==> config.mk <==
export PLATFORM = sky130hd
export DESIGN_NAME = display_arbiter
export DESIGN_NICKNAME = d
export VERILOG_FILES = /design/src/rtl/display_arbiter.sv
export SDC_FILE = /design/constraint.sdc
export NUM_CORES = 1
export LEC_CHECK = 0
export ABC_AREA = 1
export CAP_MARGIN = 20
export CORE_UTILIZATION = 60
export CTS_CLUSTER_DIAMETER = 80
export DETAILED_ROUTE_END_ITERATION = 8
export PLACE_DENSITY = 0.95
export SYNTH_ARGS = -nofsm -noshare
export SYNTH_HDL_FRONTEND = slang
export SYNTH_SLANG_ARGS = --single-unit
==> constraint.sdc <==
create_clock -name clk -period 4.9 [get_ports clk]
set_clock_uncertainty 0.1 [all_clocks]
set_input_delay 0.49 -clock clk [delete_from_list [all_inputs] [get_ports clk]]
set_output_delay 0.49 -clock clk [all_outputs]
set_load 0.005 [all_outputs]
==> src/rtl/display_arbiter.sv <==
// Fixed-priority arbiter (error > result > entry) for the 4-digit seven-segment display
// with a minimum hold time. Optional error blink is enabled by defining DISP_BLINK_EN.
module display_arbiter #(
  parameter int HOLD_CYCLES  = 50000000,
  parameter int HOLD_W       = 26,
  parameter int BLINK_CYCLES = 25000000
) (
  input  logic        clk,
  input  logic        rstn,
  input  logic [2:0]  req,
  input  logic [15:0] entry_bcd,
  input  logic [15:0] result_bcd,
  input  logic [3:0]  err_code,
  output logic [2:0]  grant,
  output logic [7:0]  digit1,
  output logic [7:0]  digit2,
  output logic [7:0]  digit3,
  output logic [7:0]  digit4
);

  typedef enum logic {IDLE, SHOW} state_t;

  localparam logic [HOLD_W-1:0] HOLD_LOAD = HOLD_W'(HOLD_CYCLES - 1);
  localparam logic [2:0] G_NONE   = 3'b000;
  localparam logic [2:0] G_ENTRY  = 3'b001;
  localparam logic [2:0] G_RESULT = 3'b010;
  localparam logic [2:0] G_ERROR  = 3'b100;

  state_t            state_q, state_d;
  logic [2:0]        grant_q, grant_d;
  logic [HOLD_W-1:0] hold_cnt_q, hold_cnt_d;
  logic [15:0]       data_q, data_d;
  logic [3:0]        err_q, err_d;
  logic [7:0]        seg_q [4];
  logic [7:0]        seg_d [4];
  logic [2:0]        winner;
  logic              blank_now;

  function automatic logic [2:0] prio(input logic [2:0] r);
    if (r[2])      return G_ERROR;
    else if (r[1]) return G_RESULT;
    else if (r[0]) return G_ENTRY;
    else           return G_NONE;
  endfunction

  function automatic logic [7:0] hex_glyph(input logic [3:0] n);
    logic [7:0] g;
    case (n)
      4'h0: g = 8'hC0;
      4'h1: g = 8'hF9;
      4'h2: g = 8'hA4;
      4'h3: g = 8'hB0;
      4'h4: g = 8'h99;
      4'h5: g = 8'h92;
      4'h6: g = 8'h82;
      4'h7: g = 8'hF8;
      4'h8: g = 8'h80;
      4'h9: g = 8'h90;
      4'hA: g = 8'h88;
      4'hB: g = 8'h83;
      4'hC: g = 8'hC6;
      4'hD: g = 8'hA1;
      4'hE: g = 8'h86;
      default: g = 8'h8E;
    endcase
    return g;
  endfunction

  assign winner = prio(req);

  always_comb begin
    state_d    = state_q;
    grant_d    = grant_q;
    hold_cnt_d = hold_cnt_q;
    case (state_q)
      IDLE: begin
        if (winner != G_NONE) begin
          state_d    = SHOW;
          grant_d    = winner;
          hold_cnt_d = HOLD_LOAD;
        end
      end
      default: begin
        if (req[2] && !grant_q[2]) begin
          // Error preempts any other owner regardless of remaining hold time.
          grant_d    = G_ERROR;
          hold_cnt_d = HOLD_LOAD;
        end else if (hold_cnt_q == '0) begin
          if (winner == G_NONE) begin
            state_d = IDLE;
            grant_d = G_NONE;
          end else if (winner != grant_q) begin
            grant_d    = winner;
            hold_cnt_d = HOLD_LOAD;
          end
        end else begin
          hold_cnt_d = hold_cnt_q - HOLD_W'(1);
        end
      end
    endcase
  end

  // The owner's inputs are followed while its request is high; otherwise the
  // last sampled value stays frozen until the hold expires.
  always_comb begin
    data_d = data_q;
    err_d  = err_q;
    if (grant_d[0] && req[0]) data_d = entry_bcd;
    if (grant_d[1] && req[1]) data_d = result_bcd;
    if (grant_d[2] && req[2]) err_d  = err_code;
  end

`ifdef DISP_BLINK_EN
  localparam int BLINK_W = (BLINK_CYCLES > 1) ? $clog2(BLINK_CYCLES) : 1;
  localparam logic [BLINK_W-1:0] BLINK_LAST = BLINK_W'(BLINK_CYCLES - 1);

  logic [BLINK_W-1:0] blink_cnt_q, blink_cnt_d;
  logic               blank_q, blank_d;

  always_comb begin
    blink_cnt_d = blink_cnt_q;
    blank_d     = blank_q;
    if (!grant_d[2] || !grant_q[2]) begin
      blink_cnt_d = '0;
      blank_d     = 1'b0;
    end else if (blink_cnt_q == BLINK_LAST) begin
      blink_cnt_d = '0;
      blank_d     = ~blank_q;
    end else begin
      blink_cnt_d = blink_cnt_q + BLINK_W'(1);
    end
  end

  always_ff @(posedge clk or posedge rstn) begin
    if (rstn) begin
      blink_cnt_q <= '0;
      blank_q     <= 1'b0;
    end else begin
      blink_cnt_q <= blink_cnt_d;
      blank_q     <= blank_d;
    end
  end

  assign blank_now = blank_d;
`else
  assign blank_now = 1'b0;
`endif

  // Error frame reads "Err<code>" from left to right.
  generate
    for (genvar gi = 0; gi < 4; gi++) begin : g_seg
      logic [7:0] err_glyph;
      if (gi == 0) begin : g_code
        assign err_glyph = hex_glyph(err_d);
      end else if (gi == 3) begin : g_e
        assign err_glyph = 8'h86;
      end else begin : g_r
        assign err_glyph = 8'hAF;
      end
      assign seg_d[gi] = grant_d[2]      ? (blank_now ? 8'hFF : err_glyph) :
                         (|grant_d[1:0]) ? hex_glyph(data_d[gi*4 +: 4]) :
                                           8'hFF;
    end
  endgenerate

  always_ff @(posedge clk or posedge rstn) begin
    if (rstn) begin
      state_q    <= IDLE;
      grant_q    <= G_NONE;
      hold_cnt_q <= '0;
      data_q     <= '0;
      err_q      <= '0;
      for (int i = 0; i < 4; i++) seg_q[i] <= 8'hFF;
    end else begin
      state_q    <= state_d;
      grant_q    <= grant_d;
      hold_cnt_q <= hold_cnt_d;
      data_q     <= data_d;
      err_q      <= err_d;
      for (int i = 0; i < 4; i++) seg_q[i] <= seg_d[i];
    end
  end

  assign grant  = grant_q;
  assign digit1 = seg_q[0];
  assign digit2 = seg_q[1];
  assign digit3 = seg_q[2];
  assign digit4 = seg_q[3];

endmodule

==> flow_summary.toml, run 1 <==
[worst_setup_path]
cp.required_ns = 5.08
endpoint_kind = "register"
worstPathArrival_ns = 3.92
critPathLaunchType = "input pin"
crit_path_max_fanout = 29
critPathKind = "input pin to register"

[finish]
area.growth.synth_to_final_pct = 17.14
final_layout_size_suffix_gt1_frac = 0.1405
nNetsFinal = 864
antennaDiodeCount = 0

[clock_tree]
hold_buffers = 0
htree_levels = 3
cts_tree = "built"
numCtsBuffers = 9
clock_path_buffers = 2
cts.sinks = 78
cts_resized = 0
insertion_delay_ns = 0.36
post_cts_buffers = 0
clkTransAtPathRegs_ns = 0.09
clock-root-buffer = "clkbuf_8"

[global_route]
grt_pass1_wl_mm = 22.55
grt_pass1_vias = 4865
grt_overflow_total = 0
antenna_found_initial = 0
grt_max_degree = 50
track_usage = 0.2940

[sta]
setup_viol = 0
post-route-period-util = 0.7638
hold_viol = 0
rsz0062_at_grt = "no"
relSlewSlack = 0.5776
worstMarginPinSlew_ns = 0.6314
worst_hold_slack_ns = 0.3711
min_period_ns = 3.743
max_freq_mhz = 267.2
drv_slew = 0
fin_setup_tns_ns = 0

[yosys]
synth.most_common_cell = "nand2_1"
ys_warn_count = 0
synthesis.instances = 715
synth_common_cells = "159 x nand2_1, 104 x nand3_1, 90 x inv_1"
synth_top_area_cell = "dfrtp_1"
synth.area.mux_share = 0
ys_top_cells_by_area = "dfrtp_1 23%, dfstp_2 14%, nand2_1 11%"
synth-xor-area-share = 0.003256
synth_seq_area_share = 0.3693
synth_compound_area_frac = 0.07558
ys_types = 41
ys.flop_type = "dfrtp_1"
yosys.area_share.simple = 0.3658
syn-cell-area_um2 = 5380
synthArstFlopShare = 1.000
yosys.area.top_type_share = 0.2326
synth_top_family_by_area = "simple AND/OR/NAND/NOR gates"
synth.avg_cell_area_um2 = 7.525
yosys_register_bits = 78
synth_edf_count = 0
synth-adder-area-share = 0.08837

[floorplan]
die_h_um = 96.70
core_um2 = 8721
dieArea_um2 = 9350
start_util = 0.6169
die_width_um = 96.70
ios = 76
row_count = 34

[routing]
drtIter0Drc = 213
dr.pass1.iters = 5
ant_nets = 0
wirelength_mm = 13.07
wl_per_cell_um = 14.55
vias_per_cell = 5.511
drc = 0
vias = 4949

[pwr]
ir_worst_vdd_mv = 0.1614
p_leak_nw = 3.041
p_per_area_nw_per_um2 = 323.1

[place]
port_buffers = 71
gp_congestion = 0.9159
hpwl_mm = 9.751

[run_status]
status = "finished clean"

[job]
drv_cap = 0

[min_path]
hold_path.class = "input pin to async pin"
[sequential cells by signal, summed over array words and instances, names as in the netlist]
name        count
grant           3
digit2          7
err_q           4
digit3          7
digit1          7
digit4          7
data_q         16
hold_cnt_q     26
state_q         1
[per-layer routing]
metal | global-route usage | routed length, um
met5 | 0 | 0
met4 | 0.09759 | 231
met3 | 0.05564 | 650
met2 | 0.4967 | 6398
met1 | 0.3791 | 5786
[kinds of logic (layout without fill, tap and decap cells)]
kind of cell / after synthesis / count (layout)
and+or+nand+nor: 410 / 410
buffers and inverters: 117 / 189
DFF: 78 / 78
AOI/OAI and AO/OA: 69 / 69
adders and majority gates: 38 / 38
xor gates and xnor gates: 2 / 2
other: 1 / 4
[stage by stage]
step	area, um^2	total power, W	std cells	util	worst slack, ns
final	6302	0.002036	898	0.7227	1.157
after floorplan	5391	0.001385	718	-	2.122
after detailed placement	6110	0.001586	881	0.7006	0.8405
after global routing	6302	0.002186	898	0.7227	0.8325
after global placement	6110	0.001549	881	0.7006	1.001
after CTS	6282	0.002033	897	0.7204	1.219
[critical path: stages]
cell	delay, ns
clkdlybuf4s50_1	0.59
ha_1	0.31
nor2_1	0.27
nand2_2	0.14
inv_2	0.10
o21ai_2	0.06
nand2_2	0.08
nand2_2	0.36
inv_2	0.36
nand2_1	0.09
nand2_1	0.22
inv_1	0.15
ha_1	0.26
inv_1	0.07
nor2_1	0.06
o21ai_0	0.18
nand3_1	0.10
[worst paths after layout]
check / cells past startpoint / endpoint / slack [ns] / startpoint
setup / recovery: 17 / digit3[5] / 1.16 / req[2]
hold / removal: 2 / hold_cnt_q[12] / 0.37 / rstn
setup reg to reg: 21 / digit3[6] / 1.33 / hold_cnt_q[0]
hold reg to reg: 1 / hold_cnt_q[8] / 0.42 / hold_cnt_q[8]
max in group asynchronous: 3 / digit4[6] / 3.48 / rstn
min in group clk: 1 / hold_cnt_q[8] / 0.42 / hold_cnt_q[8]
[cell type report]
| type | instances | area [um^2] |
|---|---|---|
| clock buffers | 10 | 127.6 |
| clock inverters | 6 | 45.04 |
| flip-flops and latches | 78 | 1987 |
| repair buffers | 76 | 760.7 |
| fillers | 699 | 2419 |
| multi-input cells | 523 | 2883 |
| inverters | 97 | 364.1 |
| well taps | 108 | 135.1 |
[report_power, final]
| group | switching, W | internal, W | leakage [nW] |
|---|---|---|---|
| Clock | 0.000256 | 0.000188 | 0.0842 |
| Sequential | 0.0000732 | 0.000759 | 0.861 |
| Combinational | 0.000481 | 0.000279 | 2.10 |
| Total | 0.000810 | 0.00123 | 3.04 |
[cells in the final DEF, fill, tap and decap left out, drive strengths merged]
cell and n:
a22o 1, o21ai 37, a21oi 16, a22oi 1, o22ai 1, nand2 179
buf 5, clkinvlp 2, clkdlybuf4s50 71, or2 9, nand3b 7, nand4 8
conb 4, inv 101, nor3 10, dfstp 28, o211ai 7, xor2 2
ha 38, o21a 1, nor3b 2, clkbuf 10, o21bai 1, dfrtp 50
nor2 79, nand3 116, a31oi 4
No activity file was read; power rests on OpenSTA's default activity.
==> run 2, diff against run 1 <==
CORE_UTILIZATION = 56   (was 60)
PLACE_DENSITY = 0.9   (was 0.95)
clock period = 3.9 ns   (was 4.9 ns; I/O delays follow)
==> flow_summary.toml, run 2 (synthesized netlist as in run 1, its figures left out) <==
[global_route]
track_usage = 0.2834
grt_pass1_wl_mm = 22.52
antenna_found_initial = 0
grt_overflow_total = 0
grt_pass1_vias = 4970
grt_max_degree = 50

[place]
gp_congestion = 0.9900
hpwl_mm = 9.919
placed_cell_area_um2 = 6181
port_buffers = 71

[worst_setup_path]
startpoint = "hold_cnt_q[0]"
endpoint_kind = "register"
regToRegStartpoint = "hold_cnt_q[0]"
crit_path_max_fanout = 26
crit_path_top_delay_cell = "dfrtp_1"
critPathLaunchType = "register"
worstPathArrival_ns = 3.60
max_stage_delay_ns = 0.39
r2r_end = "digit4[0]"
cp.required_ns = 4.10
ff2ff_path_depth = 21
path_cells = "inv_1, ha_1, nand3b_1, nor2_4, nand3_4, nand2_2, inv_2, o21ai_2, nand2_2, nand2_2, buf_4, nand3_1, nand2_1, inv_1, ha_1, inv_1, nand3_1, nand3_1, nand3_1, nand2_1, inv_1"
rrSetupSlack_ns = 0.50
critPathKind = "register to register"

[sta]
worstMarginPinSlew_ns = 0.6965
drv_slew = 0
relSlewSlack = 0.5308
setup_viol = 0
max_freq_mhz = 293.9
worst_hold_slack_ns = 0.2619
min_period_ns = 3.402
rsz0062_at_grt = "no"
fin_setup_tns_ns = 0
hold_viol = 0
post-route-period-util = 0.8724

[floorplan]
ios = 76
die_width_um = 100.0
start_util = 0.5795
row_count = 35
dieArea_um2 = 10000
die_h_um = 100.0
core_um2 = 9284

[clock_tree]
insertion_delay_ns = 0.36
cts_resized = 0
clkTransAtPathRegs_ns = 0.09
cts_tree = "built"
hold_buffers = 0
clock-root-buffer = "clkbuf_8"
post_cts_buffers = 0
cts.sinks = 78
numCtsBuffers = 9
htree_levels = 3
clock_path_buffers = 2

[finish]
area.growth.synth_to_final_pct = 18.95
final_layout_size_suffix_gt1_frac = 0.1470
top_register = "hold_cnt_q"
multi_input_area_um2 = 2883
finalInstanceArea_um2 = 6400
final_cell_mix = "159 x nand2_1, 104 x nand3_1, 89 x inv_1, 71 x clkdlybuf4s50_1, 67 x nor2_1"
antennaDiodeCount = 0
final_common_cell = "nand2_1"
final_core_util = 0.6894
fillers = 736
regArea_um2 = 1987
nNetsFinal = 870
reg_top3 = "hold_cnt_q x26, data_q x16"
largest_register_ffs = 26

[run_status]
status = "finished clean"

[job]
drv_cap = 0

[pwr]
seqPwrFrac = 0.397
p_comb_frac = 0.362
switching_share = 0.3900
p_clk_frac = 0.240
p_sw_w = 0.001024
p_leak_nw = 3.079
p_per_area_nw_per_um2 = 410.3
p_int_w = 0.001602
ir_worst_vdd_mv = 0.2041
power_w = 0.002626

[routing]
dr.pass1.iters = 6
vias = 5100
drtIter0Drc = 283
drc = 0
vias_per_cell = 5.514
wl_per_cell_um = 14.39
ant_nets = 0
wirelength_mm = 13.32

[min_path]
hold_path.class = "input pin to async pin"
## run 2: routing by layer
metal / track usage / vias to the layer above / wire, um
li1: - / 2444 / -
met1: 0.3652 / 2406 / 5688
met2: 0.4817 / 215 / 6526
met3: 0.03552 / 35 / 786
met4: 0.1226 / 0 / 314
met5: 0 / - / 0
## run 2: area by class of cell
cell class              instances  area share
clock buffers                   9     0.01935
clock inverters                 7     0.01173
inverters                      97     0.05689
multi-input cells             523      0.4504
flip-flops and latches         78      0.3105
well taps                     129     0.02522
repair buffers                 82      0.1259
## run 2: stage by stage
stage          cells  setup WS, ns
6_report         925        0.4978
5_1_grt          925        0.1870
4_1_cts          924        0.5268
3_5_place_dp     908        0.2451
3_3_place_gp     908        0.3339
2_1_floorplan    718         1.181
## run 2: worst max-delay path by stage
stage / end
2_1_floorplan: digit1[3]
3_3_place_gp: digit1[3]
3_5_place_dp: digit4[3]
4_1_cts: digit4[3]
5_1_grt: digit3[6]
6_report: digit4[0]
## run 2: critical path, delay by kind of cell (launching register included)
kind	cells	cell delay [ns]
and+or+nand+nor	12	1.60
buffers and inverters	6	0.70
adders and majority gates	2	0.41
DFF	1	0.39
AOI/OAI and AO/OA	1	0.13
## run 2: power groups by stage
stage | logic [W] | registers (W) | clock network [W]
after floorplan | 0.000706 | 0.00103 | 0
after global placement | 0.000900 | 0.00105 | 0
after detailed placement | 0.000936 | 0.00106 | 0
after CTS | 0.000940 | 0.00104 | 0.000637
after global routing | 0.00108 | 0.00106 | 0.000669
final | 0.000951 | 0.00104 | 0.000631
==> run 3, diff against run 2 <==
--- a/config.mk
+++ b/config.mk
@@ -12,4 +12,5 @@
 export DETAILED_ROUTE_END_ITERATION = 8
 export PLACE_DENSITY = 0.9
+export RECOVER_POWER = 50
 export SYNTH_ARGS = -nofsm -noshare
 export SYNTH_HDL_FRONTEND = slang
==> constraint.sdc (replaced) <==
create_clock -name clk -period 3.9 [get_ports clk]
set_clock_uncertainty 0.1 [all_clocks]
set_input_delay 1.17 -clock clk [delete_from_list [all_inputs] [get_ports clk]]
set_output_delay 1.17 -clock clk [all_outputs]
set_load 0.005 [all_outputs]
==> flow_summary.toml, run 3 (synthesized netlist as in run 1, its figures left out) <==
[run_status]
status = "finished, violations left"
violations = "capacitance limit, slew limit"

[min_path]
worstHoldEndpoint = "hold_cnt_q[0]"
hold_start = "hold_cnt_q[0]"
holdPathStages = 1
hold_path.class = "register to register"

[worst_setup_path]
path_cells = "clkdlybuf4s50_1, ha_1, nor2_4, inv_1, nor2_2, o21bai_1, nand2_2, nand2_2, buf_4, or2_1, nand2_2, buf_4, ha_1, inv_1, nand3_1, nand3_1, nand3_1, nand2_1, inv_1"
regToRegStartpoint = "hold_cnt_q[0]"
ff2ff_path_depth = 21
critical_path.top_delay_family = "simple AND/OR/NAND/NOR gates"
cp.required_ns = 4.12
critPathLaunchType = "input pin"
r2r_end = "digit1[0]"
endpoint_kind = "register"
cp_num_buf_inv = 6
crit_path_max_fanout = 14
critPathKind = "input pin to register"
rrSetupSlack_ns = 0.90
max_stage_delay_ns = 0.44
worstPathArrival_ns = 3.90
crit_path_top_delay_cell = "clkdlybuf4s50_1"

[job]
drv_cap = 1

[global_route]
grt_pass1_wl_mm = 22.96
grt_overflow_total = 0
grt_max_degree = 79
track_usage = 0.2913
grt_pass1_vias = 5147
antenna_found_initial = 0

[finish]
nNetsFinal = 897
top_register = "hold_cnt_q"
final_common_cell = "nand2_1"
antennaDiodeCount = 0
final_cell_mix = "159 x nand2_1, 104 x nand3_1, 89 x inv_1, 65 x nor2_1, 58 x clkdlybuf4s50_1"
reg_top3 = "hold_cnt_q x26, data_q x16"
area.growth.synth_to_final_pct = 23.14
largest_register_ffs = 26
fillers = 732
final_cells = 952
final_layout_size_suffix_gt1_frac = 0.1786

[sta]
drv_slew = 79
setup_viol = 0
rsz0062_at_grt = "no"
hold_viol = 0
worstMarginPinSlew_ns = 1.900
min_period_ns = 3.682
relSlewSlack = -0.2665
max_freq_mhz = 271.6
post-route-period-util = 0.9441

[clock_tree]
hold_buffers = 0
numCtsBuffers = 9
clock-root-buffer = "clkbuf_8"
htree_levels = 3
clock_path_buffers = 2
cts_tree = "built"
insertion_delay_ns = 0.37
cts.sinks = 78
clkTransAtPathRegs_ns = 0.08

[routing]
vias = 5169
ant_nets = 0
drtIter0Drc = 299
vias_per_cell = 5.430
dr.pass1.iters = 5
drc = 0
wirelength_mm = 13.42
wl_per_cell_um = 14.10

[pwr]
ir_worst_vdd_mv = 0.2656
p_leak_nw = 3.213
power_w = 0.002707
p_per_area_nw_per_um2 = 408.5

[floorplan]
row_count = 35
die_width_um = 100.0
ios = 76
core_um2 = 9284
start_util = 0.5795
dieArea_um2 = 10000
die_h_um = 100.0

[place]
gp_congestion = 0.9434
port_buffers = 71
hpwl_mm = 10.03
placed_cells = 936
==> run 3: timing repair <==
item / CTS / global route
gates resized for setup: 0 / 5
endpoints found under the setup margin: 0 / 12
setup buffers: 0 / 0
==> run 3: how the worst max path moves through the flow <==
stage	cells past startpoint	endpoint	from	slack, ns
floorplan	16	digit1[3]	req[2]	0.44
global placement	15	digit1[3]	req[2]	-0.009
detailed placement	15	digit1[3]	req[2]	-0.23
CTS	15	digit1[3]	req[2]	0.14
global route	18	digit1[2]	req[2]	0.03
finish	19	digit1[3]	req[2]	0.22
==> run 3: power by group <==
| group | switching [W] | internal [W] |
|---|---|---|
| sequential | 0.0000911 | 0.000953 |
| combinational | 0.000619 | 0.000392 |
| clock | 0.000322 | 0.000329 |
| total | 0.00103 | 0.00167 |
==> run 3: per-stage QoR <==
stage	setup TNS, ns	hold WS [ns]	util	setup WS, ns	instance area [um^2]
2_1_floorplan	0	0.3568	-	0.4416	5391
3_3_place_gp	-0.008804	0.3786	0.6911	-0.008804	6416
3_5_place_dp	-3.446	0.3855	0.6911	-0.2347	6416
4_1_cts	0	0.3994	0.7136	0.1402	6625
5_1_grt	0	0.4313	0.7136	0.03093	6625
6_report	0	0.3920	0.7136	0.2179	6625
==> run 3: final cells by class <==
type | count | area (um^2) | share of cell area
Timing Repair Buffer | 109 | 1006 | 0.1518
Clock buffer | 11 | 151.4 | 0.02285
Sequential cell | 78 | 1987 | 0.2999
Multi-Input combinational cell | 523 | 2898 | 0.4374
Inverter | 97 | 364.1 | 0.05496
Clock inverter | 5 | 57.56 | 0.008687
Tap cell | 129 | 161.4 | 0.02436
==> run 3: metal layers <==
layer  part of all wire  GRT usage  vias up  routed length, um
met2               0.50     0.5141      234               6730
met1               0.41     0.3479     2421               5486
met4              0.017     0.1137        0                222
met5                  0          0        -                  0
li1                   -          -     2492                  -
met3              0.073    0.06198       22                984
==> run 3: worst register-to-register path, stage by stage (launching register included) <==
cell	delay, ns
dfrtp_1	0.39
inv_1	0.11
ha_1	0.19
nand3b_1	0.12
nor2_4	0.17
nand3_4	0.09
nand2_2	0.08
inv_2	0.04
o21ai_2	0.12
nand2_2	0.08
nand2_2	0.22
buf_4	0.22
or2_1	0.12
nand2_2	0.07
buf_4	0.16
ha_1	0.17
inv_1	0.08
nand3_1	0.13
nand3_1	0.11
nand3_1	0.07
nand2_1	0.06
inv_1	0.04
